## src/rtl/host_loader.sv

```systemverilog
// Byte-serial image loader: assembles 8-byte {address, data} frames from the host
// and issues one single-beat Wishbone write per frame, holding the CPU in reset until done.
//
// state    | meaning
// S_ADDR   | collecting the 4 little-endian address bytes
// S_DATA   | collecting the 4 little-endian data bytes
// S_WRITE  | Wishbone write in flight, waiting for ack/err/timeout
// S_FINISH | image complete, CPU released, absorbing until reset
module host_loader #(
    parameter int ADDR_SHIFT = 2,
    parameter int TIMEOUT    = 255
) (
    input  logic        wb_clk_i,
    input  logic        wb_rst_i,
    input  logic [7:0]  hostctrl_data,
    input  logic        hostctrl_valid,
    output logic        hostctrl_ack,
    input  logic        hostctrl_done,
    output logic [31:0] wb_adr_o,
    output logic [31:0] wb_dat_o,
    output logic [3:0]  wb_sel_o,
    output logic        wb_we_o,
    output logic        wb_cyc_o,
    output logic        wb_stb_o,
    output logic [2:0]  wb_cti_o,
    output logic [1:0]  wb_bte_o,
    input  logic        wb_ack_i,
    input  logic        wb_err_i,
    output logic        cpu_rst_o,
    output logic        err_o,
    output logic [23:0] words_o
);
    localparam int TW = (TIMEOUT < 2) ? 1 : $clog2(TIMEOUT + 1);

    typedef enum logic [1:0] {S_ADDR, S_DATA, S_WRITE, S_FINISH} state_t;

    state_t        state_q, state_n;
    logic [1:0]    idx_q, idx_n;
    logic [31:0]   addr_q, addr_n;
    logic [31:0]   data_q, data_n;
    logic          done_q, done_n;
    logic [TW-1:0] timer_q, timer_n;
    logic [31:0]   adr_n, dat_n;
    logic [3:0]    sel_n;
    logic          req_n, cpu_rst_n, err_n;
    logic [23:0]   words_n;
    logic          xfer;

    assign hostctrl_ack = (state_q == S_ADDR) || (state_q == S_DATA);
    assign xfer         = hostctrl_valid && hostctrl_ack;

    always_ff @(posedge wb_clk_i) begin
        if (wb_rst_i) begin
            state_q   <= S_ADDR;
            idx_q     <= 2'd0;
            addr_q    <= 32'd0;
            data_q    <= 32'd0;
            done_q    <= 1'b0;
            timer_q   <= '0;
            wb_adr_o  <= 32'd0;
            wb_dat_o  <= 32'd0;
            wb_sel_o  <= 4'd0;
            wb_cyc_o  <= 1'b0;
            wb_stb_o  <= 1'b0;
            wb_we_o   <= 1'b0;
            cpu_rst_o <= 1'b1;
            err_o     <= 1'b0;
            words_o   <= 24'd0;
        end else begin
            state_q   <= state_n;
            idx_q     <= idx_n;
            addr_q    <= addr_n;
            data_q    <= data_n;
            done_q    <= done_n;
            timer_q   <= timer_n;
            wb_adr_o  <= adr_n;
            wb_dat_o  <= dat_n;
            wb_sel_o  <= sel_n;
            wb_cyc_o  <= req_n;
            wb_stb_o  <= req_n;
            wb_we_o   <= req_n;
            cpu_rst_o <= cpu_rst_n;
            err_o     <= err_n;
            words_o   <= words_n;
        end
    end

    // Only single classic-cycle writes are ever issued.
    assign wb_cti_o = 3'b000;
    assign wb_bte_o = 2'b00;

    always_comb begin
        state_n = state_q;
        idx_n   = idx_q;
        addr_n  = addr_q;
        data_n  = data_q;
        done_n  = done_q;
        timer_n = timer_q;
        adr_n   = wb_adr_o;
        dat_n   = wb_dat_o;
        sel_n   = wb_sel_o;
        req_n   = wb_cyc_o;
        err_n   = err_o;
        words_n = words_o;

        case (state_q)
            S_ADDR: begin
                if (hostctrl_done) begin
                    if (idx_q != 2'd0) err_n = 1'b1;
                    idx_n   = 2'd0;
                    state_n = S_FINISH;
                end else if (xfer) begin
                    addr_n[{idx_q, 3'b000} +: 8] = hostctrl_data;
                    idx_n = idx_q + 2'd1;
                    if (idx_q == 2'd3) state_n = S_DATA;
                end
            end
            S_DATA: begin
                if (hostctrl_done) begin
                    err_n   = 1'b1;
                    idx_n   = 2'd0;
                    state_n = S_FINISH;
                end else if (xfer) begin
                    data_n[{idx_q, 3'b000} +: 8] = hostctrl_data;
                    idx_n = idx_q + 2'd1;
                    if (idx_q == 2'd3) begin
                        state_n = S_WRITE;
                        adr_n   = addr_q << ADDR_SHIFT;
                        dat_n   = data_n;
                        sel_n   = 4'hF;
                        req_n   = 1'b1;
                        timer_n = TW'(TIMEOUT);
                    end
                end
            end
            S_WRITE: begin
                if (hostctrl_done) done_n = 1'b1;
                // Timer loaded with TIMEOUT gives exactly TIMEOUT cycles of cyc high.
                if (wb_ack_i || wb_err_i || timer_q == TW'(1)) begin
                    req_n = 1'b0;
                    if (wb_ack_i) words_n = words_o + 24'd1;
                    else          err_n   = 1'b1;
                    state_n = (done_q || hostctrl_done) ? S_FINISH : S_ADDR;
                end else begin
                    timer_n = timer_q - TW'(1);
                end
            end
            default: ;
        endcase

        cpu_rst_n = (state_n != S_FINISH);
    end
endmodule
```

## config.mk

```make
export PLATFORM = sky130hd
export DESIGN_NAME = host_loader
export DESIGN_NICKNAME = d
export VERILOG_FILES = /design/src/rtl/host_loader.sv
export SDC_FILE = /design/constraint.sdc
export NUM_CORES = 1
export LEC_CHECK = 0
export BUFFER_PORTS_ARGS = -buffer_cell sky130_fd_sc_hd__buf_2
export CAP_MARGIN = 20
export CORE_UTILIZATION = 42
export CTS_BUF_LIST = sky130_fd_sc_hd__clkbuf_2 sky130_fd_sc_hd__clkbuf_4 sky130_fd_sc_hd__clkbuf_8
export CTS_CLUSTER_SIZE = 30
export DETAILED_ROUTE_END_ITERATION = 8
export GPL_TIMING_DRIVEN = 1
export SYNTH_ARGS = -nofsm -noshare
export SYNTH_HDL_FRONTEND = slang
export SYNTH_SLANG_ARGS = --single-unit
```

## constraint.sdc

```tcl
create_clock -name wb_clk_i -period 5.34 [get_ports wb_clk_i]
set_clock_uncertainty 0.15 [all_clocks]
set_input_delay 0.267 -clock wb_clk_i [delete_from_list [all_inputs] [get_ports wb_clk_i]]
set_output_delay 0.267 -clock wb_clk_i [all_outputs]
set_load 0.05 [all_outputs]
```

== After elaboration in Yosys (flattened, before gate mapping) ==
Index checks and enable logic that the tools add are counted.

* Register bits: 167
* Output and inout bits: 103
* Logic and storage cells: 83

* $add $sub $neg: 4
* Eq/ne operators: 14
* Shift operators: 2
* Multiplexer cells: 29
* Bitwise gates (word level): 1
* Reductions and logical operators: 20

{| class="wikitable"
|+ Operators by type and width
! kind !! count
|-
| bitwise mux 32 bit || 2
|-
| 2-to-1 mux 8 bit || 4
|-
| variable shift 8 x 7 -> 32 bit (first input constant) || 1
|-
| indexed part select 8 x 7 -> 32 bit || 1
|-
| adder 24 x 1 -> 24 bit (second input constant) || 1
|-
| 2-to-1 mux 2 bit || 10
|-
| != test 2 bit (second input constant) || 8
|-
| one-hot mux 8 bit (2 select lines) || 1
|-
| AND reduction 5 bit || 2
|-
| 2-to-1 mux 1 bit || 9
|-
| AND reduction 3 bit || 3
|-
| == test 8 x 1 -> 1 bit (second input constant) || 1
|-
| subtractor 8 x 1 -> 8 bit (second input constant) || 1
|-
| negation 5 -> 7 bit || 1
|-
| one-hot mux 2 bit (3 select lines) || 1
|-
| AND reduction 6 bit || 1
|-
| nonzero test 2 bit || 3
|-
| == test 2 bit (second input constant) || 2
|-
| logical OR 1 bit || 4
|-
| != test 2 x 1 -> 1 bit (second input constant) || 2
|-
| AND reduction 2 bit || 2
|-
| AND reduction 4 bit || 1
|-
| one-hot mux 1 bit (3 select lines) || 1
|-
| nonzero test 3 bit || 1
|-
| other kinds (7) || 7
|}

== Depth between registers and ports, before layout ==
Gate-level depths: netlist (run 1).

* Word-level depth: 7
* Mapped depth: 8
* Mapped depth without buffers: 6

== Worst setup path after synthesis (run 1) ==
No wires, ideal clock.

* Path kind: register to register
* Start: reg words_o[10]
* End: reg words_o[22]
* Setup time: 0.070 ns
* Data arrival time: 2.080 ns
* Slack: 3.039 ns
* Cell stages (with the launch flop): 6
* Path buffers: 1
* Clock period less this slack: 2.301 ns
* Cell sequence: dfxtp_1 nand4_1 or3_4 buf_6 or4_1 a21oi_1

* Word-level cells in the longest chain between the ends: 1

{| class="wikitable"
|+ RTL lines
! what !! RTL line !! text
|-
| start, declared || 31 || <nowiki>output logic [23:0] words_o</nowiki>
|-
| start signal, assigned || 84 || <nowiki>words_o <= words_n;</nowiki>
|-
| adder 24 x 1 -> 24 bit || 141 || <nowiki>if (wb_ack_i) words_n = words_o + 24'd1;</nowiki>
|}

No other way between the ends.
A chain may end at the register's enable or synchronous reset.

== Worst setup path after layout (run 1) ==
* Start: reg idx_q[0]
* End: reg wb_dat_o[11]

* Word-level cells in the longest chain between the ends: 3

{| class="wikitable"
|+ RTL lines
! what !! RTL line !! text
|-
| start, declared || 38 || <nowiki>logic [1:0] idx_q, idx_n;</nowiki>
|-
| start signal, assigned || 71 || <nowiki>idx_q <= idx_n;</nowiki>
|-
| negation 5 -> 7 bit || 124 || <nowiki>data_n[{idx_q, 3'b000} +: 8] = hostctrl_data;</nowiki>
|-
| indexed part select 8 x 7 -> 32 bit or variable shift 8 x 7 -> 32 bit (tied branches) || 124 ||
|-
| bitwise mux 32 bit || 124 ||
|-
| end signal, assigned || 77 || <nowiki>wb_dat_o <= dat_n;</nowiki>
|-
| end, declared || 20 || <nowiki>output logic [31:0] wb_dat_o,</nowiki>
|}

Several ways; a longest one is shown, not always the timed one.

==> results of run 1 <==
-- power by group --
part           leakage [nW]  switching (mW)  internal (mW)
clock network         0.198           0.490          0.466
logic                  1.36           0.112         0.0436
registers              1.33          0.0146           1.25
total                  2.89           0.617           1.76
-- final timing paths --
| kind | end | cells after the start | startpoint |
|---|---|---|---|
| max | wb_dat_o[11]$_SDFFE_PP0P_ | 6 | idx_q[0]$_SDFFE_PP0P_ |
| min | wb_stb_o$_SDFFE_PP0P_ | 4 | wb_err_i |
| max reg2reg | wb_dat_o[11]$_SDFFE_PP0P_ | 6 | idx_q[0]$_SDFFE_PP0P_ |
| min reg2reg | wb_adr_o[7]$_SDFFE_PP0P_ | 2 | wb_adr_o[7]$_SDFFE_PP0P_ |
-- flip-flops by register name, summed over array words and instances (netlist names), 2 cells and up --
register	cells
data_q	32
wb_dat_o	32
addr_q	30
wb_adr_o	30
words_o	24
timer_q	8
idx_q	2
state_q	2
-- synthesized netlist by cell type, drive strengths merged (2+ instances only) --
| library cell | n | area share |
|---|---|---|
| a211oi | 48 | 0.052 |
| a21oi | 89 | 0.065 |
| a311oi | 12 | 0.015 |
| a31oi | 25 | 0.023 |
| and2 | 6 | 0.0055 |
| and3 | 3 | 0.0027 |
| and4 | 2 | 0.0025 |
| buf | 22 | 0.022 |
| clkbuf | 61 | 0.034 |
| dfxtp | 165 | 0.48 |
| ha | 9 | 0.016 |
| inv | 8 | 0.0044 |
| nand2 | 119 | 0.065 |
| nand2b | 2 | 0.0029 |
| nand3 | 31 | 0.023 |
| nand4 | 25 | 0.023 |
| nor2 | 74 | 0.040 |
| nor2b | 36 | 0.033 |
| nor3 | 20 | 0.015 |
| nor3b | 3 | 0.0047 |
| nor4b | 2 | 0.0035 |
| o21ai | 12 | 0.0087 |
| o31ai | 8 | 0.0087 |
| or3 | 10 | 0.0098 |
| or4 | 9 | 0.010 |
| xnor2 | 4 | 0.0051 |
| xor2 | 6 | 0.0076 |
-- cell type report --
cell class	instances	area (um2)
Clock inverter	14	179
Clock buffer	17	234
Inverter	8	30.0
Sequential cell	165	3300
Fill cell	1615	8060
Timing Repair Buffer	120	656
Multi-Input combinational cell	576	3210
Tap cell	216	270
-- metrics by stage --
step                power, mW  utilization
global placement         1.44        0.466
finish                   2.37        0.495
global route             2.46        0.495
floorplan                1.41            -
detailed placement       1.44        0.466
CTS                      2.40        0.493
-- cells by family (layout without fill, tap and decap cells) --
logic type	after synthesis	after routing	synth area share
compound gates	201	201	0.181
xor+xnor	10	10	0.0127
fa+ha+maj	9	9	0.0164
buf+inv	91	159	0.0601
flops	165	165	0.480
mux	1	1	0.00164
other cells	1	7	0.000545
simple gates	348	348	0.247
-- layout by cell type (no fill, tap or decap), types with 2 or more instances in the layout --
cell type        n
a211oi_1        48
a21oi_1         89
a311oi_1        12
a31oi_1         25
and2_1           5
and3_1           3
and4_1           2
buf_2          108
buf_4            6
buf_6            2
bufinv_16        3
clkbuf_8        17
clkinv_2         2
clkinv_4         2
clkinvlp_4       4
conb_1           7
dfxtp_1        165
dlygate4sd3_1    2
ha_1             9
inv_1            8
inv_8            2
nand2_1        119
nand3_1         31
nand4_1         25
nor2_1          74
nor2b_1         36
nor3_1          19
nor3b_2          3
nor4b_2          2
o21ai_0         12
o31ai_1          8
or3_1            9
or4_1            8
xnor2_1          4
xor2_1           6
-- metal layers --
layer / routed length [um] / vias up / GRT usage
li1: - / 3015 / -
met1: 8260 / 2740 / 0.285
met2: 7370 / 147 / 0.304
met3: 910 / 24 / 0.0365
met4: 338 / 0 / 0.0917
met5: 0 / - / 0
-- timing repair --
| action | 4_1_cts | 5_1_grt |
|---|---|---|
| gates resized for setup | 0 | 0 |
| hold buffers | 2 | 0 |
| setup buffers | 0 | 0 |
| hold endpoints to repair | 3 | 0 |
-- critical path: cells and delay by family (launching register included) --
| kind | cells | cell delay [ns] |
|---|---|---|
| buf+inv | 1 | 0.54 |
| compound gates | 1 | 0.22 |
| simple gates | 3 | 1.05 |
| flops | 1 | 0.48 |
| fa+ha+maj | 1 | 0.21 |
==> metrics.csv, run 1 <==
metric;value;unit
status;finished, final reports clean;
via_per_inst;5.31;
worst_ep_required_time;5.56;ns
port_buffers;109;
fp.dieH;130;um
dr.first_iter.drc_count;407;
yosysSeqAreaShare;0.480;
path_class;flop to flop;
routedWlPerCell;15.1;um
grt.overflow.total;0;
rows;46;
antenna_found_initial;0;
tns;0;ns
power.leakage;2.89;nW
relSlewSlack;0.312;
ir_drop;157;uV
final_area;7890;um2
ys_seq_elements;165;
place_area;7420;um2
cp_max_fo;46;
hpwl;10.4;mm
syn-cell-area;6880;um2
slowest_stage;and2_2;
area_growth;14.7;%
maxCapViolations;0;
cts_max_path_buffers;2;
yosys_warnings;0;
timing.fmax;362;MHz
grt_pass1_vias;5141;
worstSetupEndpointType;flop;
tightest_slew;1.03;ns
period_minus_slack;2.76;ns
dieArea;16900;um2
numPlacedInstances;1080;
timing.final.ws_setup;2.58;ns
min_path_type;primary input to flop;
setup_viol;0;
synth-edff-count;0;
synthArstFlopShare;0;
grt_max_degree;168;
layout-drive-gt1-share;0.181;
arrival;2.99;ns
initial_core_util;0.431;
nNetsFinal;911;
clk_pin_slew;0.09;ns
routabilityCongestion;0.737;
critPathMaxStageDelay;0.75;ns
synth_cell_type_count;51;
crit_chain;ha_1 > and3_1 > and2_2 > buf_4 > nor2_1 > a211oi_1;
postRouteAntennaNets;0;
drc;0;
drv_slew;0;
dpl_worst_slack;2.56;ns
fin_cells;1116;
netlist_instances;826;
pin_count;117;
n_antenna_cell;0;
grt_pass1_wl;26.7;mm
h-tree-depth;4;
synthFlopType;dfxtp_1;
timing.reg2reg.setup_slack;2.58;ns
first_pass_iters;4;
via_count;5926;
startpoint_type;flop;
avgSynthCellArea;8.32;um2
gr-usage-all-layers;0.204;
clock-root-buffer;clkbuf_8;
clkLatencyLatePin;0.46;ns
clock_sinks;165;
coreArea;15900;um2
finalHoldViolations;0;
fin_hold_ws;0.0282;ns
grt_setup_unrepaired;false;
tritoncts;yes;
cts_buffers;17;
die_w;130;um
post-route-period-util;0.518;
powerDensity;301;nW/um2
drt-total-wl;16.9;mm
Note: power is estimated with default switching activity, not from simulation.
==> run 2: changes to the inputs <==
--- a/config.mk
+++ b/config.mk
@@ -5,6 +5,7 @@
 export SDC_FILE = /design/constraint.sdc
 export NUM_CORES = 1
 export LEC_CHECK = 0
+export ABC_AREA = 1
 export BUFFER_PORTS_ARGS = -buffer_cell sky130_fd_sc_hd__buf_2
 export CAP_MARGIN = 20
 export CORE_UTILIZATION = 42
==> constraint.sdc (replaced) <==
create_clock -name wb_clk_i -period 2.85 [get_ports wb_clk_i]
set_clock_uncertainty 0.15 [all_clocks]
set_input_delay 0.1425 -clock wb_clk_i [delete_from_list [all_inputs] [get_ports wb_clk_i]]
set_output_delay 0.1425 -clock wb_clk_i [all_outputs]
set_load 0.05 [all_outputs]
==> run 2 against run 1 <==
Sequential share of layout area fell by 1.5 points. Critical path depth rose by 3. Synthesized cell count rose by 18%. Hold slack improved by 0.060 ns. Combinational power rose to 2.5 times the previous value. Clock power rose by 79%. Largest cell class unchanged. Highest routed layer unchanged.
==> metrics.csv, run 2 <==
metric;value;unit;change
grt_setup_unrepaired;false;;
dr.first_iter.drc_count;423;;+3.9%
synth_compound_area_frac;0.196;;+0.0152
ys_top_cells_by_area;dfxtp_1 (46%), o21ai_0 (9.4%), a21oi_1 (9.0%);;
hpwl;12.0;mm;+16%
drt-total-wl;17.7;mm;+4.9%
synth.area.mux_share;0;;-0.00164
reg2reg_depth;9;;+3
path_buf_inv;3;;+2
setup_viol;0;;unchanged
synthArstFlopShare;0;;unchanged
tritoncts;yes;;
maxCapViolations;0;;unchanged
multi_input_area;3120;um2;-2.9%
area_growth;14.8;%;about the same
synth-edff-count;0;;unchanged
layout_commonest_cell;dfxtp_1;;
n_antenna_cell;0;;unchanged
rr_startpoint;state_q[1]$_SDFF_PP0_;;
powerDensity;547;nW/um2;+82%
synth_common_cells;dfxtp_1 (165), nand2_1 (155), o21ai_0 (134);;
path_class;flop to flop;;
syn-cell-area;7130;um2;+3.7%
die_w;132;um;+1.8%
synth_cell_type_count;36;;-29%
first_pass_iters;5;;+1
worstSetupEndpointType;flop;;
h-tree-depth;4;;unchanged
grt.overflow.total;0;;unchanged
netlist_instances;975;;+18%
via_per_inst;4.97;;-6.4%
relSlewSlack;0.562;;+0.250
dieArea;17500;um2;+3.6%
worstHoldPathCells;3;;-1
grt_max_degree;72;;-57%
port_buffers;109;;unchanged
synth_simple_gate_area_frac;0.221;;-0.0261
layout-drive-gt1-share;0.158;;-0.0234
nNetsFinal;1088;;+19%
yosys_warnings;0;;unchanged
period_minus_slack;2.53;ns;-0.236 ns
fp.dieH;132;um;+1.8%
synth_top_area_frac;0.463;;-0.0170
fillCellCount;1703;;+5.4%
r2r_end;addr_q[27]$_SDFFE_PP0P_;;
postRouteAntennaNets;0;;unchanged
gr-usage-all-layers;0.210;;+0.00674
grt_pass1_wl;29.4;mm;+9.9%
tightest_slew;0.656;ns;-0.372 ns
timing.fmax;396;MHz;+9.3%
slowest_stage;dlygate4sd3_1;;
synth_xor_area_frac;0.00123;;-0.0115
yosys.area.top_type;dfxtp_1;;
routedWlPerCell;13.6;um;-9.8%
drv_slew;0;;unchanged
ys_seq_elements;165;;unchanged
synth_top_family_by_area;simple AND/OR/NAND/NOR gates;;
crit_chain;inv_2 > nand2_2 > nor2_4 > dlygate4sd3_1 > inv_2 > nor2_4 > nand2_1 > o21ai_0 > a21oi_1;;
holdBufCountCts;13;;+11
timing.reg2reg.setup_slack;0.32;ns;-2.25 ns
synth.most_common_cell;dfxtp_1;;
numPlacedInstances;1253;;+16%
clkLatencyLatePin;0.47;ns;about the same
yosysSeqAreaShare;0.463;;-0.0170
grt_pass1_vias;5941;;+16%
synthFlopType;dfxtp_1;;
coreArea;16600;um2;+4.0%
status;finished, final reports clean;;
cp_top_family;buffers and inverters;;
worst_ep_required_time;3.07;ns;-2.49 ns
tns;0;ns;unchanged
post-cts-setup-buffers;0;;unchanged
ctsResizeCount;0;;unchanged
clk_pin_slew;0.10;ns;about the same
most-common-layout-cells;dfxtp_1 (165), nand2_1 (155), o21ai_0 (134), a21oi_1 (128), nor2_1 (110);;
power.leakage;3.59;nW;+24%
arrival;2.75;ns;-0.24 ns
critPathMaxStageDelay;0.65;ns;-0.10 ns
avgSynthCellArea;7.31;um2;-12%
pin_count;117;;unchanged
fin_cells;1298;;+16%
min_path_type;primary input to flop;;
synthAdderAreaFrac;0.0158;;-0.000581
min_from;wb_rst_i;;
rows;47;;+2.2%
hold_path_end;words_o[21]$_SDFFE_PP0P_;;
initial_core_util;0.430;;-0.00142
seq_area;3300;um2;unchanged
cts_max_path_buffers;2;;unchanged
antenna_found_initial;0;;unchanged
post-route-period-util;0.887;;+0.369
finalHoldViolations;0;;unchanged
cts_buffers;17;;unchanged
cp_max_fo;16;;-65%
clock_sinks;165;;unchanged
startpoint_type;flop;;
routabilityCongestion;0.863;;+17%
ir_drop;315;uV;+100%
via_count;6452;;+8.9%
clock-root-buffer;clkbuf_8;;
drc;0;;unchanged
top_regs;data_q x32, wb_dat_o x32;;
==> run 2: worst max-delay path by stage <==
stage | depth (start not counted) | end | startpoint
2_1_floorplan | 11 | wb_dat_o[6]$_SDFFE_PP0P_ | idx_q[0]$_SDFFE_PP0P_
3_3_place_gp | 8 | wb_dat_o[23]$_SDFFE_PP0P_ | idx_q[1]$_SDFFE_PP0P_
3_5_place_dp | 8 | data_q[21]$_SDFFE_PP0P_ | idx_q[1]$_SDFFE_PP0P_
4_1_cts | 9 | addr_q[27]$_SDFFE_PP0P_ | state_q[1]$_SDFF_PP0_
5_1_grt | 10 | addr_q[8]$_SDFFE_PP0P_ | state_q[1]$_SDFF_PP0_
6_report | 9 | addr_q[27]$_SDFFE_PP0P_ | state_q[1]$_SDFF_PP0_
==> run 2: logic make-up (layout without fill, tap and decap cells) <==
| group | Yosys count | after routing |
|---|---|---|
| AO/OA/AOI/OAI | 276 | 276 |
| AND/OR/NAND/NOR | 364 | 364 |
| adder cells (fa/ha/maj) | 9 | 9 |
| other | 1 | 7 |
| XOR/XNOR | 1 | 1 |
| flip-flops | 165 | 165 |
| buffers and inverters | 159 | 256 |
==> run 2: layout make-up <==
class,instances,share of cell area
tap,220,0.0336
inverter,95,0.0439
timing repair buffer,129,0.0890
multi-input combinational,657,0.382
sequential,165,0.404
clock buffer,17,0.0286
clock inverter,15,0.0194
==> run 2: metrics by stage <==
stage	setup slack, ns	cell area, um2	utilization	power, mW	hold slack [ns]
after floorplan	0.855	7150	-	2.73	0.164
after global placement	0.605	7660	0.462	2.80	0.288
after detailed placement	0.508	7660	0.462	2.80	0.292
after CTS	0.343	8180	0.493	4.52	0.0463
after global routing	0.143	8180	0.493	4.67	0.0864
final	0.322	8180	0.493	4.47	0.0881
==> run 2: worst register-to-register path, stage by stage (launching register included) <==
cell and delay [ns]:
dfxtp_1 0.38, inv_2 0.09, nand2_2 0.07, nor2_4 0.14, dlygate4sd3_1 0.65, inv_2 0.08
nor2_4 0.31, nand2_1 0.29, o21ai_0 0.22, a21oi_1 0.05
==> run 2: report_power, final <==
group,switching (mW),leakage [nW],internal [mW]
Sequential,0.0277,1.33,2.35
Clock,0.978,0.196,0.728
Combinational,0.280,2.06,0.111
Total,1.29,3.59,3.19
==> run 2: routing by layer <==
layer / wire, um / vias to the layer above / global-route usage
li1: - / 3370 / -
met2: 7610 / 172 / 0.320
met4: 318 / 0 / 0.0837
met1: 8900 / 2884 / 0.292
met5: 0 / - / 0
met3: 879 / 26 / 0.0415
